File: src/rtl/bit_loss_head.sv
// bit_loss_head: terminal training stage of the bitnet chain.
// Majority-votes WINDOW forward samples into a decision bit, flags a mismatch
// against the latched target label, then returns the target upstream over a
// WINDOW-beat backward phase. The upstream unit applies it only when the
// decision was wrong.
//
// Ports:
//   clk_in, rst_in      clock, asynchronous active-low reset
//   fd_prop, bk_prop    forward / backward phase strobes shared with the chain
//   fin                 forward bit from the upstream unit
//   target_in           label, latched at the first forward sample
//   fout, error         registered decision and (decision != target)
//   fout_valid          one-cycle pulse when fout/error update
//   bout, bout_en       backward bit (latched target) and its beat qualifier
//   ones_count          ones seen in the current/last window
//   busy                high whenever the FSM is not idle
//
// Optional feature: define BIT_LOSS_HEAD_STATS_EN to add saturating 16-bit
// decisions_out / errors_out counters.
module bit_loss_head #(
  parameter  int unsigned WINDOW = 16,
  localparam int unsigned CW     = $clog2(WINDOW + 1)
) (
  input  logic          clk_in,
  input  logic          rst_in,
  input  logic          fd_prop,
  input  logic          bk_prop,
  input  logic          fin,
  input  logic          target_in,
  output logic          fout,
  output logic          fout_valid,
  output logic          error,
  output logic          bout,
  output logic          bout_en,
  output logic [CW-1:0] ones_count,
  output logic          busy
`ifdef BIT_LOSS_HEAD_STATS_EN
  ,
  output logic [15:0]   decisions_out,
  output logic [15:0]   errors_out
`endif
);

  typedef enum logic [1:0] {
    S_IDLE   = 2'd0,
    S_FWD    = 2'd1,
    S_DECIDE = 2'd2,
    S_BWD    = 2'd3
  } state_t;

  state_t        r_state;
  logic [CW-1:0] r_cnt;     // sample index in FWD, beat index in BWD
  logic [CW-1:0] r_ones;
  logic          r_fout;
  logic          r_err;
  logic          r_valid;
  logic          r_target;

  state_t        w_state_nxt;
  logic [CW-1:0] w_cnt_nxt;
  logic [CW-1:0] w_ones_nxt;
  logic          w_fout_nxt;
  logic          w_err_nxt;
  logic          w_valid_nxt;
  logic          w_target_nxt;

  // Strict majority at CW+1 bits: 2*ones > WINDOW, so a tie resolves to 0.
  logic [CW:0]   w_twice_ones;
  logic          w_majority;
  assign w_twice_ones = {r_ones, 1'b0};
  assign w_majority   = w_twice_ones > (CW+1)'(WINDOW);

`ifdef BIT_LOSS_HEAD_STATS_EN
  logic [15:0] r_decisions;
  logic [15:0] r_errors;
  logic [15:0] w_decisions_nxt;
  logic [15:0] w_errors_nxt;
`endif

  // Next-state and next-register values.
  always_comb begin
    w_state_nxt  = r_state;
    w_cnt_nxt    = r_cnt;
    w_ones_nxt   = r_ones;
    w_fout_nxt   = r_fout;
    w_err_nxt    = r_err;
    w_valid_nxt  = 1'b0;
    w_target_nxt = r_target;
`ifdef BIT_LOSS_HEAD_STATS_EN
    w_decisions_nxt = r_decisions;
    w_errors_nxt    = r_errors;
`endif
    case (r_state)
      S_IDLE: begin
        if (fd_prop) begin
          w_ones_nxt   = CW'(fin);
          w_cnt_nxt    = CW'(1);
          w_target_nxt = target_in;
          w_state_nxt  = S_FWD;
        end
      end
      S_FWD: begin
        if (fd_prop) begin
          w_ones_nxt = r_ones + CW'(fin);
          w_cnt_nxt  = r_cnt + CW'(1);
          if (r_cnt == CW'(WINDOW - 1)) begin
            w_state_nxt = S_DECIDE;
          end
        end else begin
          // Abort: drop the partial window, keep the previous decision.
          w_ones_nxt  = '0;
          w_cnt_nxt   = '0;
          w_state_nxt = S_IDLE;
        end
      end
      S_DECIDE: begin
        w_fout_nxt  = w_majority;
        w_err_nxt   = w_majority ^ r_target;
        w_valid_nxt = 1'b1;
        w_cnt_nxt   = '0;
        w_state_nxt = S_BWD;
`ifdef BIT_LOSS_HEAD_STATS_EN
        if (r_decisions != 16'hFFFF) begin
          w_decisions_nxt = r_decisions + 16'd1;
        end
        if ((w_majority ^ r_target) && (r_errors != 16'hFFFF)) begin
          w_errors_nxt = r_errors + 16'd1;
        end
`endif
      end
      S_BWD: begin
        // A low bk_prop pauses the phase without consuming a beat.
        if (bk_prop) begin
          if (r_cnt == CW'(WINDOW - 1)) begin
            w_cnt_nxt   = '0;
            w_state_nxt = S_IDLE;
          end else begin
            w_cnt_nxt = r_cnt + CW'(1);
          end
        end
      end
      default: begin
        w_state_nxt = S_IDLE;
      end
    endcase
  end

  // State and datapath registers.
  always_ff @(posedge clk_in or negedge rst_in) begin
    if (!rst_in) begin
      r_state  <= S_IDLE;
      r_cnt    <= '0;
      r_ones   <= '0;
      r_fout   <= 1'b0;
      r_err    <= 1'b0;
      r_valid  <= 1'b0;
      r_target <= 1'b0;
`ifdef BIT_LOSS_HEAD_STATS_EN
      r_decisions <= '0;
      r_errors    <= '0;
`endif
    end else begin
      r_state  <= w_state_nxt;
      r_cnt    <= w_cnt_nxt;
      r_ones   <= w_ones_nxt;
      r_fout   <= w_fout_nxt;
      r_err    <= w_err_nxt;
      r_valid  <= w_valid_nxt;
      r_target <= w_target_nxt;
`ifdef BIT_LOSS_HEAD_STATS_EN
      r_decisions <= w_decisions_nxt;
      r_errors    <= w_errors_nxt;
`endif
    end
  end

  assign fout       = r_fout;
  assign fout_valid = r_valid;
  assign error      = r_err;
  assign ones_count = r_ones;
  assign bout       = r_target;
  // Same-cycle qualifier so upstream can act on the beat it is presenting.
  assign bout_en    = (r_state == S_BWD) & bk_prop & r_err;
  assign busy       = (r_state != S_IDLE);

`ifdef BIT_LOSS_HEAD_STATS_EN
  assign decisions_out = r_decisions;
  assign errors_out    = r_errors;
`endif

endmodule

File: config.mk
export PLATFORM = sky130hd
export DESIGN_NAME = bit_loss_head
export DESIGN_NICKNAME = d
export VERILOG_FILES = /design/src/rtl/bit_loss_head.sv
export SDC_FILE = /design/constraint.sdc
export NUM_CORES = 1
export LEC_CHECK = 0
export CAP_MARGIN = 20
export CORE_MARGIN = 8
export CORE_UTILIZATION = 45
export CTS_CLUSTER_SIZE = 16
export DETAILED_ROUTE_END_ITERATION = 8
export GPL_TIMING_DRIVEN = 1
export MAX_ROUTING_LAYER = met4
export PLACE_DENSITY = 0.72
export SYNTH_ARGS = -nofsm -noshare
export SYNTH_HDL_FRONTEND = slang
export SYNTH_SLANG_ARGS = --single-unit
File: constraint.sdc
create_clock -name clk_in -period 1.7 [get_ports clk_in]
set_input_delay 0.34 -clock clk_in [delete_from_list [all_inputs] [get_ports clk_in]]
set_output_delay 0.34 -clock clk_in [all_outputs]
set_load 0.005 [all_outputs]
**Word-level counts from Yosys, hierarchy flattened**

Index checks and enable logic that the tools add are counted.

- Bits in registers: 16
- Latch bits: 0
- Bits in writable memories: 0
- Bits in read-only memories: 0
- Bits of input ports: 6
- Word-level logic and storage cells: 43
- Memories kept: 0

- $add $sub $neg: 2
- $mul: 0
- Divide/modulo/power cells: 0
- Magnitude comparators: 1
- Eq/ne operators: 8
- Shift-type cells: 0
- Mux-type cells: 15
- Bitwise logic cells: 3
- Reduce and logical (&&, ||, !) cells: 7

Operators by type and width:

| operator | number |
|---|---|
| 5-bit two-way mux | 6 |
| 5-bit one-hot mux with 4 select lines | 1 |
| 2-bit two-way mux | 5 |
| 5-bit one-hot mux with 2 select lines | 1 |
| 2-bit one-hot mux with 4 select lines | 1 |
| 6-bit by 5-bit greater-than comparator with 1-bit output (second input constant) | 1 |
| 2-bit inequality test (second input constant) | 3 |
| 2-bit AND reduction | 3 |
| 5-bit by 1-bit adder with 5-bit output | 1 |
| 5-bit by 1-bit adder with 5-bit output (second input constant) | 1 |
| 5-bit by 4-bit == test with 1-bit output (second input constant) | 1 |
| 2-bit == test (second input constant) | 2 |
| 4-bit AND reduction | 1 |
| 2-bit nonzero test | 2 |
| 3-bit inequality test (second input constant) | 1 |
| 1-bit AND | 2 |
| 2-bit by 1-bit == test with 1-bit output (second input constant) | 1 |
| 2-bit zero test | 1 |
| 1-bit two-way mux | 1 |
| 1-bit XOR | 1 |

**Depth between registers and ports, before layout**

- Word-level depth: 4
- Depth in mapped cells: 7

**Worst setup path before layout**

Ideal clock, no wire load.

- Path type: reg-to-reg
- Start: register r_cnt[0]
- End: register r_cnt[1]
- Library setup time: 122 ps
- Arrival: 1564 ps
- Data required time: 1578 ps
- Slack: 14 ps
- Stages on the path, launching flop included: 8
- Buffers on the path: 0
- Path through: dfrtp_1 > ha_1 > nand3_1 > inv_1 > ha_1 > and3b_1 > or2_1 > a32o_1

- Longest elaborated chain between the ends: 4
- Elaborated cells on any way between the ends: 6

Ends and longest elaborated chain:

| item | line | text |
|---|---|---|
| start, declared | 52 | `logic [CW-1:0] r_cnt;` |
| start signal, assigned | 164 | `r_cnt <= w_cnt_nxt;` |
| 5-bit by 1-bit adder with 5-bit output / 5-bit by 4-bit == test with 1-bit output (equally long branches) | 105, 138, 134 |  |
| 5-bit two-way mux | 134 | `if (r_cnt == CW'(WINDOW - 1)) begin` |
| 5-bit two-way mux | 133 | `if (bk_prop) begin` |
| 5-bit one-hot mux with 4 select lines (*) | 93 | `case (r_state)` |

Mark *: on every way between the ends. The rest lies on a longest branch, timed or not. The select of a mux whose other input is x is not followed.
A chain may end at the register's enable or synchronous reset.

**Final worst setup path**

Same ends and word-level chain as after synthesis.

==> impl_metrics.env <==
export IMPL_status="completed"
export IMPL_yosys_warnings=0
export IMPL_power_density_nw_per_um2=723
export IMPL_gr_usage_all_layers=0.134
export IMPL_ys_seq_area_frac=0.441
export IMPL_hold_ws_ps=353
export IMPL_setup_viol=0
export IMPL_synth_top_family_by_area="simple AND/OR/NAND/NOR gates"
export IMPL_finalNetCount=140
export IMPL_htree_num_levels=1
export IMPL_start_kind="flip-flop"
export IMPL_dp_hpwl_mm=1.55
export IMPL_area_growth_pct=38.5
export IMPL_drtPass1Iterations=4
export IMPL_antenna_found_initial=0
export IMPL_cts_num_sinks=16
export IMPL_hold_path_class="input pin to asynchronous set/reset pin"
export IMPL_worstSetupPathType="flip-flop to flip-flop"
export IMPL_peakVddDrop_mv=0.652
export IMPL_die_y_um=60.9
export IMPL_drv_cap=0
export IMPL_die_w_um=60.9
export IMPL_worstMarginPinSlew_ps=355
export IMPL_netlist_area_sq_um=907
export IMPL_clockBufferDepth=2
export IMPL_synth_compound_area_frac=0.170
export IMPL_synthAdderAreaFrac=0.0690
export IMPL_die_area_sq_um=3710
export IMPL_grt_pass1_wl_mm=3.56
export IMPL_most_common_layout_cells="16 x dfrtp_1, 15 x buf_4, 14 x clkdlybuf4s50_1"
export IMPL_synthFlopType="dfrtp_1"
export IMPL_synth_xor_area_frac=0.00966
export IMPL_diodes=0
export IMPL_routed_wl_mm=2.19
export IMPL_fmax_mhz=598
export IMPL_synth_edff_count=0
export IMPL_drive_gt1_frac=0.211
export IMPL_synth_cell_types=32
export IMPL_wl_per_cell_um=14.1
export IMPL_numCtsBuffers=3
export IMPL_insertion_delay_ps=290
export IMPL_final_common_cell="dfrtp_1"
export IMPL_grt_max_degree=17
export IMPL_grt_overflow=0
export IMPL_stdcell_area_sq_um=1260
export IMPL_async_reset_ff_frac=1.00
export IMPL_drv_slew=0
export IMPL_end_kind="flip-flop"
export IMPL_cp_max_fo=2
export IMPL_ctsRootBufferMaster="clkbuf_4"
export IMPL_min_period_ps=1670
export IMPL_p_total_uw=908
export IMPL_post_route_period_util=0.984
export IMPL_core_area_sq_um=1920
export IMPL_drt_initial_drc_count=33
export IMPL_synth_cells=96
export IMPL_rsz0062_at_grt="yes"
export IMPL_worstPathArrival_ps=1860
export IMPL_tritoncts="built"
export IMPL_hold_violations=0
export IMPL_grt_pass1_vias=803
export IMPL_drc=0
export IMPL_clock_skew_ps=2.37
export IMPL_vias=818
export IMPL_cts_clk_slew_worst_paths_ps=90
export IMPL_drtAntennaViolNets=0
export IMPL_postPlaceCellArea_sq_um=1150
export IMPL_ios=17
export IMPL_synthSimpleGateAreaFrac=0.190
export IMPL_maxSlewHeadroom=0.763
export IMPL_utilization=0.654
export IMPL_start_util=0.472
export IMPL_ys_ff_latch=16
export IMPL_viasPerCell=5.28
export IMPL_yosys_mux_area_fraction=0.0676
export IMPL_avgSynthCellArea_sq_um=9.45
export IMPL_place_congestion=0.859
export IMPL_cts_hold_buf=0
export IMPL_io_buffers=16
export IMPL_num_rows=16
export IMPL_cp_required_ps=1890
export IMPL_leakagePower_uw=0.000580
export IMPL_synthesis_nets=107
==> registers in the layout, indices dropped and copies added (netlist names), named ones only <==
signal	count
r_state	1
error	1
r_cnt	5
fout_valid	1
ones_count	5
bout	1
fout	1
==> power breakdown <==
part           internal, uW  switching [uW]  total (uW)  leakage (uW)
sequential              411            31.2         442      0.000210
combinational           119            89.6         208      0.000349
clock                   131             127         257     0.0000210
==> synthesized netlist by cell type, types with 2 or more instances <==
master	n	area (sq um)
nand3_1	5	25.0
nand2b_1	3	18.8
mux2i_1	5	50.1
ha_1	5	62.6
buf_2	2	10.0
o21ai_0	10	50.1
nor2_1	5	18.8
nand2_1	13	48.8
dfrtp_1	16	400
nor3_1	2	10.0
a32o_1	2	20.0
o22ai_1	2	12.5
inv_1	7	26.3
==> per-layer routing <==
layer / vias to the layer above / share of wire / global-route usage / wire length, um
met2: 22 / 0.47 / 0.204 / 1030
met3: 4 / 0.055 / 0.0318 / 120
li1: 402 / - / - / -
met5: - / 0 / - / 0
met4: 0 / 0.011 / 0.0797 / 24
met1: 390 / 0.46 / 0.157 / 1010
==> worst paths after layout <==
check                                endpoint  depth (start not counted)  slack [ps]     start
worst max-delay path                 r_cnt[1]                          7          30  r_cnt[0]
worst min-delay path                 r_cnt[1]                          2         350    rst_in
worst max register to register       r_cnt[1]                          7          30  r_cnt[0]
worst min register to register           fout                          2         520      fout
max in group asynchronous       ones_count[1]                          2        1160    rst_in
min in group clk_in                      fout                          2         520      fout
==> metrics by stage <==
| stage | cells | TNS, ps | setup slack (ps) |
|---|---|---|---|
| 6_report | 155 | 0 | 27.9 |
| 5_1_grt | 155 | -50.3 | -32.3 |
| 4_1_cts | 152 | 0 | 3.29 |
| 3_5_place_dp | 146 | -130 | -117 |
| 3_3_place_gp | 146 | -114 | -114 |
| 2_1_floorplan | 96 | 0 | 14.2 |
==> layout make-up <==
cell class / instances / area [sq um]
well taps: 27 / 33.8
clock buffers: 4 / 36.3
inverters: 7 / 26.3
fillers: 169 / 666
repair buffers: 31 / 270
multi-input cells: 70 / 489
flip-flops and latches: 16 / 400
==> worst max-delay path: stages (launching register included) <==
cell	delay, ps
dfrtp_1	380
ha_2	200
nand3_2	100
inv_2	80
ha_4	120
and3b_1	180
or2_1	250
a32o_1	250
==> timing repair <==
action,CTS,global route
gates resized for setup,5,5
setup buffers,2,3
endpoints found under the setup margin,4,5
pin swaps,0,4
==> cells by family (layout without fill, tap and decap cells) <==
logic type / count (synthesis) / count (layout)
AOI/OAI and AO/OA: 23 / 23
DFF: 16 / 16
muxes: 6 / 6
buffers and inverters: 10 / 42
xor gates and xnor gates: 1 / 1
adders and majority gates: 5 / 5
and+or+nand+nor: 35 / 35
(Power assumes the default switching activity.)
